==> src/rtl/rx_fifo.sv <==
// rx_fifo: receive-side byte FIFO with line-status reporting.
// Each entry is 10 bits wide: {frame error, parity error, data}.
// A write happens on the rising edge of rx_done. Reads are registered into
// dout with one cycle of latency.
// Optional build macro RX_TRIGGER_LEVEL_EN selects a programmable occupancy
// threshold for trig_irq. Without it, trig_irq is simply "not empty".
module rx_fifo #(
  parameter int AW = 4
) (
  input  logic          clk,
  input  logic          reset,
  input  logic [7:0]    rx_data,
  input  logic          rx_done,
  input  logic          rx_pe,
  input  logic          rx_fe,
  input  logic          rd_en,
  input  logic          lsr_rd,
  input  logic          fifo_clr,
  input  logic [1:0]    trig_lvl,
  output logic [7:0]    dout,
  output logic [AW:0]   count,
  output logic          full,
  output logic          empty,
  output logic [7:0]    lsr,
  output logic          trig_irq
);

  localparam int unsigned DEPTH   = 2 ** AW;
  localparam logic [AW:0] DEPTH_C = (AW + 1)'(DEPTH);

  logic [9:0]    mem [DEPTH];
  logic [AW-1:0] wr_ptr;
  logic [AW-1:0] rd_ptr;
  logic          rx_done_q;
  logic          ovr_q;
  logic          err_q;

  logic          wr_ev;
  logic          rd_ok;
  logic          wr_ok;
  logic          ovr_set;
  logic          err_set;
  logic [9:0]    head;

  // Flags come only from the registered occupancy count.
  assign full  = (count == DEPTH_C);
  assign empty = (count == '0);

  // Accept decisions. A flush overrides both directions. When the FIFO is
  // full, a same-cycle read frees the slot, so the write is also accepted.
  always_comb begin
    wr_ev   = rx_done & ~rx_done_q;
    rd_ok   = rd_en & ~empty & ~fifo_clr;
    wr_ok   = wr_ev & ~fifo_clr & (~full | rd_ok);
    ovr_set = wr_ev & ~fifo_clr & full & ~rd_ok;
    err_set = wr_ok & (rx_pe | rx_fe);
  end

  // Entry storage. It has no reset, because emptiness is tracked by the pointers.
  always_ff @(posedge clk) begin
    if (wr_ok) begin
      mem[wr_ptr] <= {rx_fe, rx_pe, rx_data};
    end
  end

  // Pointers, occupancy and rx_done edge detector.
  always_ff @(posedge clk or negedge reset) begin
    if (!reset) begin
      wr_ptr    <= '0;
      rd_ptr    <= '0;
      count     <= '0;
      rx_done_q <= 1'b0;
    end else begin
      rx_done_q <= rx_done;
      if (fifo_clr) begin
        wr_ptr <= '0;
        rd_ptr <= '0;
        count  <= '0;
      end else begin
        if (wr_ok) begin
          wr_ptr <= wr_ptr + 1'b1;
        end
        if (rd_ok) begin
          rd_ptr <= rd_ptr + 1'b1;
        end
        case ({wr_ok, rd_ok})
          2'b10:   count <= count + 1'b1;
          2'b01:   count <= count - 1'b1;
          default: count <= count;
        endcase
      end
    end
  end

  // Registered read data. It holds on ignored reads and across a flush.
  always_ff @(posedge clk or negedge reset) begin
    if (!reset) begin
      dout <= '0;
    end else if (rd_ok) begin
      dout <= mem[rd_ptr][7:0];
    end
  end

  // Sticky status bits. A set event in the same cycle as lsr_rd wins over the clear.
  always_ff @(posedge clk or negedge reset) begin
    if (!reset) begin
      ovr_q <= 1'b0;
      err_q <= 1'b0;
    end else begin
      if (ovr_set) begin
        ovr_q <= 1'b1;
      end else if (lsr_rd) begin
        ovr_q <= 1'b0;
      end
      if (err_set) begin
        err_q <= 1'b1;
      end else if (lsr_rd) begin
        err_q <= 1'b0;
      end
    end
  end

  // Line status. The head-entry error bits are masked while the FIFO is empty.
  always_comb begin
    head = empty ? '0 : mem[rd_ptr];
    lsr  = {err_q, 3'b000, head[9], head[8], ovr_q, ~empty};
  end

`ifdef RX_TRIGGER_LEVEL_EN
  logic [AW:0] thr;

  function automatic logic [AW:0] sat_depth(input int unsigned lvl);
    if (lvl > DEPTH) begin
      return DEPTH_C;
    end
    return (AW + 1)'(lvl);
  endfunction

  // Occupancy threshold for the data-available interrupt.
  always_comb begin
    thr = sat_depth(1);
    case (trig_lvl)
      2'd0:    thr = sat_depth(1);
      2'd1:    thr = sat_depth(4);
      2'd2:    thr = sat_depth(8);
      default: thr = sat_depth(14);
    endcase
  end

  assign trig_irq = (count >= thr);
`else
  logic unused_trig_lvl;

  assign unused_trig_lvl = ^trig_lvl;
  assign trig_irq        = ~empty;
`endif

endmodule

==> config.mk <==
export PLATFORM = sky130hd
export DESIGN_NAME = rx_fifo
export DESIGN_NICKNAME = d
export VERILOG_FILES = /design/src/rtl/rx_fifo.sv
export SDC_FILE = /design/constraint.sdc
export NUM_CORES = 1
export LEC_CHECK = 0
export ABC_AREA = 0
export CORE_MARGIN = 8
export CORE_UTILIZATION = 59
export CTS_BUF_LIST = sky130_fd_sc_hd__clkbuf_8 sky130_fd_sc_hd__clkbuf_16
export CTS_CLUSTER_SIZE = 25
export DETAILED_ROUTE_END_ITERATION = 16
export PLACE_DENSITY = 0.79
export SLEW_MARGIN = 20
export SYNTH_ARGS = -nofsm -noshare
export SYNTH_HDL_FRONTEND = slang
export SYNTH_SLANG_ARGS = --single-unit
==> constraint.sdc <==
create_clock -name clk -period 3.38 [get_ports clk]
set_clock_uncertainty 0.2 [all_clocks]
set_input_delay 1.014 -clock clk [delete_from_list [all_inputs] [get_ports clk]]
set_output_delay 1.014 -clock clk [all_outputs]
set_load 0.01 [all_outputs]
==> key figures <==
Synthesis
  – Number of library cell types mapped by synthesis: 50
  – Number of synthesized flops with an enable pin: between 150 and 200
  – Yosys warnings: 0
  – Most used DFF post-synth: edfxtp_1
  – Mean Syn Cell Area: 17.52 um2
  – FF+latch count, synth: 184
  – Syn Inst Count: 432
  – Post-Syn Area: 7567 um2
  – Register area share after synthesis: 71.43%
  – Ys async rst share: a little over an eighth

Pwr
  – Max VDD drop: 0.4152 mV
  – Flop pwr share: between 40 and 50%
  – Pwr per Cell Area: 660.7 nW/um2
  – Sw Share: approximately 27%
  – Switching power: 1.625 mW
  – Clock Power Share: 32.9%
  – Cell-internal power: 4.353 mW
  – Leakage power: 3.076 nW
  – Combinational power share: 22.5%

Setup path
  – Startpoint types: flip-flop
  – Worst Path Required: 2.17 ns
  – Critical path data arrival time: 2.30 ns
  – CP Class: reg2out
  – RR Startpoint: rd_ptr[1]
  – Crit Path Max Fanout: 5
  – Crit path from: rd_ptr[0]
  – Crit. End Element: output pin

STA
  – Fmax: 284.4 MHz
  – Relative slew slack: a little over 50%
  – Worst setup margin: -0.1364 ns
  – Slew at the pin closest to its max-slew limit: ~0.74 ns
  – Period Utilization, post-route: 104.0%
  – Min Tclk post-route: 3.516 ns
  – Setup Viol. Count Final: 2
  – Final hold slack: 0.2821 ns
  – RSZ-0062 raised after global routing: true
  – Final Max Tran Viols: 0
  – Final Hold Viols: 0

Cells and area
  – Share of cells above drive strength 1: 24.76%
  – Commonest non-fill, non-tap cells in the layout: edfxtp_1, buf_4, mux2i_1
  – Area of the multi-input gates: 2007 um2
  – Area Overhead vs Synth: 19.56%
  – Register area: 5409 um2
  – Number of fill cells: 766
  – Most common cell after layout, fill and taps aside: edfxtp_1
  – Fin nets: 531
  – Layout Cells excl Fill: about 690
  – Inserted Diodes: 0

Floorplanning
  – Die H: 129.3 um
  – IO Count: 42
  – Die Span X: 129.3 um
  – Core footprint: 12570 um2
  – Area of the die: 16710 um2
  – Starting density of the core: 60.21%
  – Row cnt: just over 40

Global routing
  – GRT overflow: 0
  – GRT Util Overall: 20.69%
  – Initial antenna violation count: 0
  – First-pass GRT wire length: about 25 mm
  – Largest net degree at the start of global routing: 44
  – Vias in the first global route: ~4400

Clocking
  – Maximum buffer depth of the clock tree: 2
  – Clock Sinks: 184
  – H-tree levels: 4
  – Hold-fix buffers, CTS: 0
  – Num CTS Buffers: 17
  – Worst-path clk slew: approximately 0.07 ns
  – Clock root cell: clkbuf_16
  – CTS tree: done
  – Clk_lat worst skew: 0.43 ns

Drt
  – WL/cell: around 23 um
  – Final WL: 16.04 mm
  – Residual DRC count: 0
  – Drt first pass iters: 5
  – Drt initial violations: between 300 and 400
  – Routed vias/inst: 6.073
  – DR vias: about 4200
  – DRT antenna net count: 0

Place
  – Placed insts: 655
  – GP Congestion: 0.8450
  – Buffers on Ports: 36
  – Pre-CTS WS: -0.05341 ns
  – HPWL Detailed: 10.54 mm

Hold path
  – Hold crit path type: reg2reg
  – Hold path startpoint: dout[6]

Flow run
  – Max-Cap Viols: 0

Run status
  – Failing checks: negative setup slack
  – Run status: finished, violations left
cells by family after synthesis:
logic type / synth area share [%]
buffers and inverters: 2.778
flip-flops: 71.43
AND/OR/NAND/NOR: 5.688
multiplexers: 13.77
AO/OA/AOI/OAI: 4.233
XOR/XNOR: 0.4630
other: 0.04956
adder cells (fa/ha/maj): 1.587
per-stage QoR:
step	instance area [um2]	power (mW)	util, %	TNS (ns)
global route	9047	6.195	71.99	-0.3484
global placement	8397	3.946	66.81	-0.04384
CTS	9047	6.013	71.99	-0.3097
finish	9047	5.978	71.99	-0.2674
floorplan	7575	3.436	-	0
detailed placement	8397	4.000	66.81	-0.1296
worst paths after layout:
path                       cells after the start  slack (ns)   endpoint
min in group asynchronous                      2        0.75    dout[2]
min                                            2        0.28    dout[6]
max                                            5       -0.14     lsr[3]
max in group asynchronous                      2        1.95  rd_ptr[0]
max reg2reg                                    4        0.45    dout[3]
min reg2reg                                    2        0.28    dout[6]
registers in the layout, indices dropped and copies added (netlist names):
register   flops
rx_done_q      1
mem          160
count          5
ovr_q          1
dout           8
err_q          1
wr_ptr         4
rd_ptr         4
routing by layer:
metal	track usage [%]	share of wire [%]	vias to the layer above
met5	0	0	-
li1	-	-	1845
met2	34.19	51	178
met3	4.725	6.6	47
met1	24.36	38	2114
met4	12.51	4.4	0
critical path, stage by stage (launching register included):
cell and delay, ns:
dfrtp_2 0.46, buf_12 0.15, mux4_2 0.51, mux4_2 0.48
nor2b_4 0.15, buf_6 0.11
synthesized netlist by cell type, types with 2 or more instances:
cell type,number,area (um2)
a2111oi_0,4,35.03
a211oi_1,2,15.01
a21oi_1,5,25.02
and2_1,8,50.05
and3_1,7,43.79
buf_1,2,7.510
buf_2,9,45.04
buf_4,7,52.55
clkbuf_1,9,33.78
dfrtp_1,24,600.6
edfxtp_1,160,4805
ha_1,8,100.1
inv_1,16,60.06
mux2_2,5,56.30
mux2i_1,31,310.3
mux4_2,30,675.7
nand2_1,9,33.78
nand2b_1,2,12.51
nand3_1,2,10.01
nand3b_1,4,30.03
nand4_1,2,12.51
nor2_1,18,67.56
nor2b_1,8,50.05
nor4_1,6,37.54
o21ai_0,11,55.05
o22ai_1,14,87.58
or3_1,2,12.51
or3b_2,3,26.28
xnor2_1,2,17.52
xor2_1,2,17.52
area by class of cell:
class                   count  share of cell area [%]
clock buffers              17                   4.702
clock inverters            15                   1.812
inverters                  16                  0.6638
multi-input cells         206                   22.18
flip-flops and latches    184                   59.78
well taps                 172                   2.379
repair buffers             79                   8.477
power groups by stage:
stage | registers [mW] | logic, mW | clock network, mW
after floorplan | 2.70 | 0.740 | 0
after CTS | 2.67 | 1.36 | 1.98
after global placement | 2.69 | 1.25 | 0
final | 2.67 | 1.34 | 1.97
after detailed placement | 2.70 | 1.30 | 0
after global routing | 2.68 | 1.45 | 2.07
repair_timing:
item                       in CTS  in global routing
cloned                          1                  0
gates resized for setup        24                  0
setup endpoints to repair       6                  2
setup buffers                   1                  0
Power figures use the tool's default switching activity.
